### config.mk
export PLATFORM = sky130hd
export DESIGN_NAME = cash_dispenser
export DESIGN_NICKNAME = d
export VERILOG_FILES = /design/src/rtl/cash_dispenser.sv
export SDC_FILE = /design/constraint.sdc
export NUM_CORES = 1
export LEC_CHECK = 0
export CAP_MARGIN = 40
export CORE_MARGIN = 10
export CORE_UTILIZATION = 40
export DETAILED_ROUTE_END_ITERATION = 16
export DONT_BUFFER_PORTS = 1
export PLACE_DENSITY = 0.53
export RECOVER_POWER = 50
export REMOVE_ABC_BUFFERS = 1
export SYNTH_ARGS = -nofsm -noshare
export SYNTH_HDL_FRONTEND = slang
export SYNTH_SLANG_ARGS = --single-unit
### constraint.sdc
create_clock -name clk -period 2.6 [get_ports clk]
set_clock_uncertainty 0.05 [all_clocks]
set_input_delay 0.52 -clock clk [delete_from_list [all_inputs] [get_ports clk]]
set_output_delay 0.52 -clock clk [all_outputs]
set_load 0.03 [all_outputs]
### src/rtl/cash_dispenser.sv
// cash_dispenser: greedy two-denomination note splitter with paced ejects.
// Optional DISPENSER_AUDIT_EN adds a running total of dispensed amounts.
module cash_dispenser #(
  parameter logic [15:0] DENOM_HI      = 16'd100,
  parameter logic [15:0] DENOM_LO      = 16'd20,
  parameter logic [7:0]  CASSETTE_INIT = 8'd50,
  parameter int unsigned EJECT_GAP     = 4
) (
  input  logic        clk,
  input  logic        rst,
  input  logic        req_valid,
  input  logic [15:0] req_amount,
  output logic        req_ready,
  input  logic        refill,
  output logic        eject_hi,
  output logic        eject_lo,
  output logic        done,
  output logic [1:0]  status,
  output logic [7:0]  hi_count,
  output logic [7:0]  lo_count
`ifdef DISPENSER_AUDIT_EN
  ,
  output logic [31:0] total_dispensed
`endif
);

  typedef enum logic [2:0] {
    IDLE,
    PLAN,
    DISP_HI,
    DISP_LO,
    DONE
  } state_e;

  typedef enum logic [1:0] {
    ST_OK     = 2'd0,
    ST_ZERO   = 2'd1,
    ST_UNSERV = 2'd2
  } status_e;

  localparam logic [15:0] GAP_M1 = 16'(EJECT_GAP - 1);

  state_e      state_q, state_n;
  logic [15:0] rem_q, rem_n;
  logic [7:0]  plan_hi_q, plan_hi_n;
  logic [7:0]  plan_lo_q, plan_lo_n;
  logic [7:0]  hi_q, hi_n;
  logic [7:0]  lo_q, lo_n;
  logic [15:0] gap_q, gap_n;
  logic        first_q, first_n;
  status_e     status_q, status_n;
  logic [15:0] amount_q, amount_n;
`ifdef DISPENSER_AUDIT_EN
  logic [31:0] total_q, total_n;
`endif

  // Handshake and strobes decode directly from state and pacing counter.
  always_comb begin
    req_ready = (state_q == IDLE) && !refill;
    eject_hi  = (state_q == DISP_HI) && (gap_q == 16'd0);
    eject_lo  = (state_q == DISP_LO) && (gap_q == 16'd0);
    done      = (state_q == DONE);
    status    = status_q;
    hi_count  = hi_q;
    lo_count  = lo_q;
  end

`ifdef DISPENSER_AUDIT_EN
  assign total_dispensed = total_q;
`endif

  // Next-state, planning arithmetic and eject pacing.
  always_comb begin
    state_n   = state_q;
    rem_n     = rem_q;
    plan_hi_n = plan_hi_q;
    plan_lo_n = plan_lo_q;
    hi_n      = hi_q;
    lo_n      = lo_q;
    gap_n     = gap_q;
    first_n   = first_q;
    status_n  = status_q;
    amount_n  = amount_q;
`ifdef DISPENSER_AUDIT_EN
    total_n   = total_q;
`endif
    unique case (state_q)
      IDLE: begin
        if (refill) begin
          hi_n = CASSETTE_INIT;
          lo_n = CASSETTE_INIT;
        end else if (req_valid) begin
          rem_n     = req_amount;
          amount_n  = req_amount;
          plan_hi_n = 8'd0;
          plan_lo_n = 8'd0;
          first_n   = 1'b1;
          state_n   = PLAN;
        end
      end
      PLAN: begin
        first_n = 1'b0;
        if (first_q && rem_q == 16'd0) begin
          status_n = ST_ZERO;
          state_n  = DONE;
        end else if (rem_q >= DENOM_HI && plan_hi_q < hi_q) begin
          rem_n     = rem_q - DENOM_HI;
          plan_hi_n = plan_hi_q + 8'd1;
        end else if (rem_q >= DENOM_LO && plan_lo_q < lo_q) begin
          rem_n     = rem_q - DENOM_LO;
          plan_lo_n = plan_lo_q + 8'd1;
        end else if (rem_q == 16'd0) begin
          gap_n   = 16'd0;
          state_n = (plan_hi_q == 8'd0) ? DISP_LO : DISP_HI;
        end else begin
          status_n = ST_UNSERV;
          state_n  = DONE;
        end
      end
      DISP_HI: begin
        if (gap_q == 16'd0) begin
          hi_n      = hi_q - 8'd1;
          plan_hi_n = plan_hi_q - 8'd1;
          gap_n     = GAP_M1;
        end else begin
          gap_n = gap_q - 16'd1;
        end
        if (gap_n == 16'd0 && plan_hi_n == 8'd0) begin
          if (plan_lo_q != 8'd0) begin
            state_n = DISP_LO;
          end else begin
            status_n = ST_OK;
            state_n  = DONE;
          end
        end
      end
      DISP_LO: begin
        if (gap_q == 16'd0) begin
          lo_n      = lo_q - 8'd1;
          plan_lo_n = plan_lo_q - 8'd1;
          gap_n     = GAP_M1;
        end else begin
          gap_n = gap_q - 16'd1;
        end
        if (gap_n == 16'd0 && plan_lo_n == 8'd0) begin
          status_n = ST_OK;
          state_n  = DONE;
        end
      end
      DONE: begin
`ifdef DISPENSER_AUDIT_EN
        if (status_q == ST_OK)
          total_n = total_q + {16'd0, amount_q};
`endif
        state_n = IDLE;
      end
      default: state_n = IDLE;
    endcase
  end

  // State register with synchronous active-low reset.
  always_ff @(posedge clk) begin
    if (!rst) begin
      state_q   <= IDLE;
      rem_q     <= 16'd0;
      plan_hi_q <= 8'd0;
      plan_lo_q <= 8'd0;
      hi_q      <= CASSETTE_INIT;
      lo_q      <= CASSETTE_INIT;
      gap_q     <= 16'd0;
      first_q   <= 1'b0;
      status_q  <= ST_OK;
      amount_q  <= 16'd0;
`ifdef DISPENSER_AUDIT_EN
      total_q   <= 32'd0;
`endif
    end else begin
      state_q   <= state_n;
      rem_q     <= rem_n;
      plan_hi_q <= plan_hi_n;
      plan_lo_q <= plan_lo_n;
      hi_q      <= hi_n;
      lo_q      <= lo_n;
      gap_q     <= gap_n;
      first_q   <= first_n;
      status_q  <= status_n;
      amount_q  <= amount_n;
`ifdef DISPENSER_AUDIT_EN
      total_q   <= total_n;
`endif
    end
  end

endmodule

==> results_dict.tcl <==
set metrics [dict create \
    status "finished, violations left" \
    violations "setup timing" \
    async_flop_share 0 \
    n_fill_cell 1167 \
    via_per_inst 5.67 \
    gp_congestion 0.884 \
    slew_viol_final 0 \
    syn_area_um2 4970 \
    max_stage_delay_ps 550 \
    p_comb_frac 0.662 \
    synth-seq-cells 70 \
    grt_usage 0.178 \
    pwr_density_cell_nw_per_um2 1160 \
    grt_max_degree 26 \
    start_kind "flip-flop" \
    grt.overflow.total 0 \
    sw_frac_of_total 0.440 \
    synth_ff_type "dfxtp_1" \
    cp_slowest_cell "or4_4" \
    cp_cell_sequence "or4_4 > buf_6 > nor4_4 > buf_4 > and2_4 > buf_12" \
    dieWidth_um 131 \
    critPathBufInv 3 \
    vias 5473 \
    drc 0 \
    power_frac_seq 0.185 \
    initial_core_util 0.410 \
    port_buffers 0 \
    switching_power_mw 3.46 \
    setup_viol 2 \
    ys_types 69 \
    hold_class "in2reg" \
    cp.arrival_ps 2100 \
    cts_max_level 3 \
    fin_cells 965 \
    hold_viol_final 0 \
    critPathKind "reg2out" \
    whs_ps 242 \
    syn2layout_area_growth_pct 36.8 \
    diodes 0 \
    firstDrtPassIters 5 \
    synth_edf_count 0 \
    core.rowCount 40 \
    clock_latency_ps 350 \
    area.sequential_um2 1420 \
    ios 42 \
    tritoncts "yes" \
    setup_slack_ps -66.6 \
    ir_worst_vdd_uv 461 \
    drv_cap 0 \
    synth_cells 676 \
    antenna_found_initial 0 \
    dieArea_um2 17300 \
    syn_avg_cell_area_um2 7.35 \
    wirelength_mm 16.4 \
    initialDrtViolationCount 394 \
    p_int_mw 4.41 \
    leakage_nw 2.73 \
    ys_seq_area_frac 0.282 \
    yosysWarningCount 0 \
    rsz0062_at_grt "yes" \
    worstMarginPinSlew_ps 948 \
    multi_input_area_um2 3690 \
    fin_crit_ps 2670 \
    die_height_um 131 \
    drive_gt1_frac 0.305 \
    final_antenna_net_count 0 \
    cts_made_buffers 9 \
    clk_pin_slew_worst_paths_ps 60 \
    clockRootBuffer "clkbuf_16" \
    clk_path_buf_depth 2 \
    clockPowerShare 0.153 \
    postCtsHoldBufs 0 \
    place_hpwl_mm 11.6 \
    end_kind "output pin" \
    core_area_um2 12100 \
    clock_sinks 70 \
    fin_nets 838 \
    post-place-cells 923 \
    drt-wirelength-per-cell_um 17.0 \
    path_delay_family "simple AND/OR/NAND/NOR gates" \
    grt_pass1_wl_mm 25.9 \
    cp.required_ps 2030 \
    fmax_ghz 0.375 \
    worstPathMaxFanout 4 \
    fin_crit_sh 1.03 \
    slew_headroom 0.362 \
    grt_pass1_vias 5186 \
]
-- flip-flops by register name, indices dropped and copies added (netlist names) --
name / count
gap_q: 16
rem_q: 16
hi_count: 8
lo_count: 8
plan_hi_q: 8
plan_lo_q: 8
state_q: 3
status: 2
first_q: 1
-- power by group through the flow --
stage	sequential, mW	combinational, mW	clock (mW)
after CTS	1.43	4.63	1.22
after floorplan	1.54	2.43	0
after detailed placement	1.45	4.39	0
after global placement	1.45	4.34	0
after global routing	1.48	5.66	1.27
final	1.46	5.21	1.20
-- worst paths after layout --
kind	slack (ps)	endpoint	cells after the start	startpoint
min	240	rem_q[13]	1	rst
max reg2reg	50	state_q[0]	9	gap_q[8]
min reg2reg	430	gap_q[15]	1	gap_q[15]
max	-70	eject_lo	6	gap_q[12]
-- per-stage QoR --
step	setup slack [ps]	total power, mW	area (um2)	setup TNS (ps)	util
6_report	-66.6	7.87	6800	-132	0.561
2_1_floorplan	-868	3.97	4790	-17280	-
4_1_cts	-62.9	7.29	6370	-280	0.526
5_1_grt	-134	8.41	6800	-668	0.561
3_3_place_gp	-179	5.79	5930	-1670	0.490
3_5_place_dp	-190	5.84	5930	-1860	0.490
-- cell type report --
type                    count  share of cell area
repair buffers            143               0.157
inverters                  35              0.0197
well taps                 168              0.0309
clock buffers              13              0.0383
clock inverters             3             0.00276
multi-input cells         533               0.543
flip-flops and latches     70               0.209
-- routing by layer --
metal / vias up / GRT usage / wire length (um)
li1: 2724 / - / -
met1: 2595 / 0.228 / 7500
met2: 127 / 0.285 / 7920
met3: 27 / 0.0335 / 648
met4: 0 / 0.0810 / 378
met5: - / 0 / 0
-- timing repair --
| item | in CTS | in global routing |
|---|---|---|
| endpoints found under the hold margin | 0 | 0 |
| endpoints found under the setup margin | 28 | 53 |
| pin swaps | 9 | 19 |
| resized for setup | 28 | 77 |
| buffers inserted | 5 | 19 |
| gates cloned | 1 | 1 |
-- worst reg2reg max path, cell delays in order (launching register included) --
cell and delay (ps):
dfxtp_2 320, or4_4 560, buf_4 180, nor3_1 310, mux2i_1 220, buf_4 140, nand4_1 80, o21ai_1 260
o211ai_1 140, o32ai_1 220
-- Yosys cell counts (all sizes together) (6+ instances only) --
library cell / count / share of area
nor4: 19 / 0.027
clkbuf: 33 / 0.025
nor2: 82 / 0.062
nor3: 26 / 0.027
nand2: 56 / 0.042
buf: 6 / 0.010
xnor2: 17 / 0.030
nand2b: 8 / 0.010
inv: 34 / 0.026
a31oi: 15 / 0.019
a21oi: 59 / 0.060
nand3: 21 / 0.021
mux2i: 6 / 0.012
nand4: 14 / 0.018
and3: 9 / 0.012
o31ai: 10 / 0.015
a22oi: 12 / 0.018
a211oi: 6 / 0.010
o21ai: 48 / 0.048
or3: 14 / 0.018
dfxtp: 70 / 0.28
ha: 26 / 0.065
-- placed cells by master (no fill, tap or decap), types with 7 or more instances in the layout --
master / netlist / layout
buf_4: 1 / 120
nor2_1: 82 / 81
dfxtp_1: 70 / 57
nand2_1: 56 / 54
a21oi_1: 58 / 51
o21ai_0: 47 / 42
inv_1: 34 / 25
nor3_1: 25 / 22
nand3_1: 21 / 19
ha_1: 26 / 18
clkbuf_1: 33 / 18
xnor2_1: 17 / 17
nand4_1: 14 / 14
a31oi_1: 15 / 13
dfxtp_2: 0 / 13
nor4_1: 18 / 11
or3_1: 14 / 11
a22oi_1: 12 / 10
clkbuf_16: 0 / 9
inv_2: 0 / 8
o31ai_1: 10 / 8
ha_4: 0 / 8
nand2b_1: 8 / 7
a21oi_2: 1 / 7
and3_1: 8 / 7
-- logic make-up (layout without fill, tap and decap cells) --
logic type | after synthesis | count (layout) | share of synthesized area
AND/OR/NAND/NOR | 283 | 283 | 0.292
XOR/XNOR | 20 | 20 | 0.0352
adder cells (fa/ha/maj) | 26 | 26 | 0.0655
AO/OA/AOI/OAI | 197 | 198 | 0.252
multiplexers | 6 | 6 | 0.0121
flip-flops | 70 | 70 | 0.282
buffers and inverters | 74 | 194 | 0.0617
No activity file was read; power rests on OpenSTA's default activity.
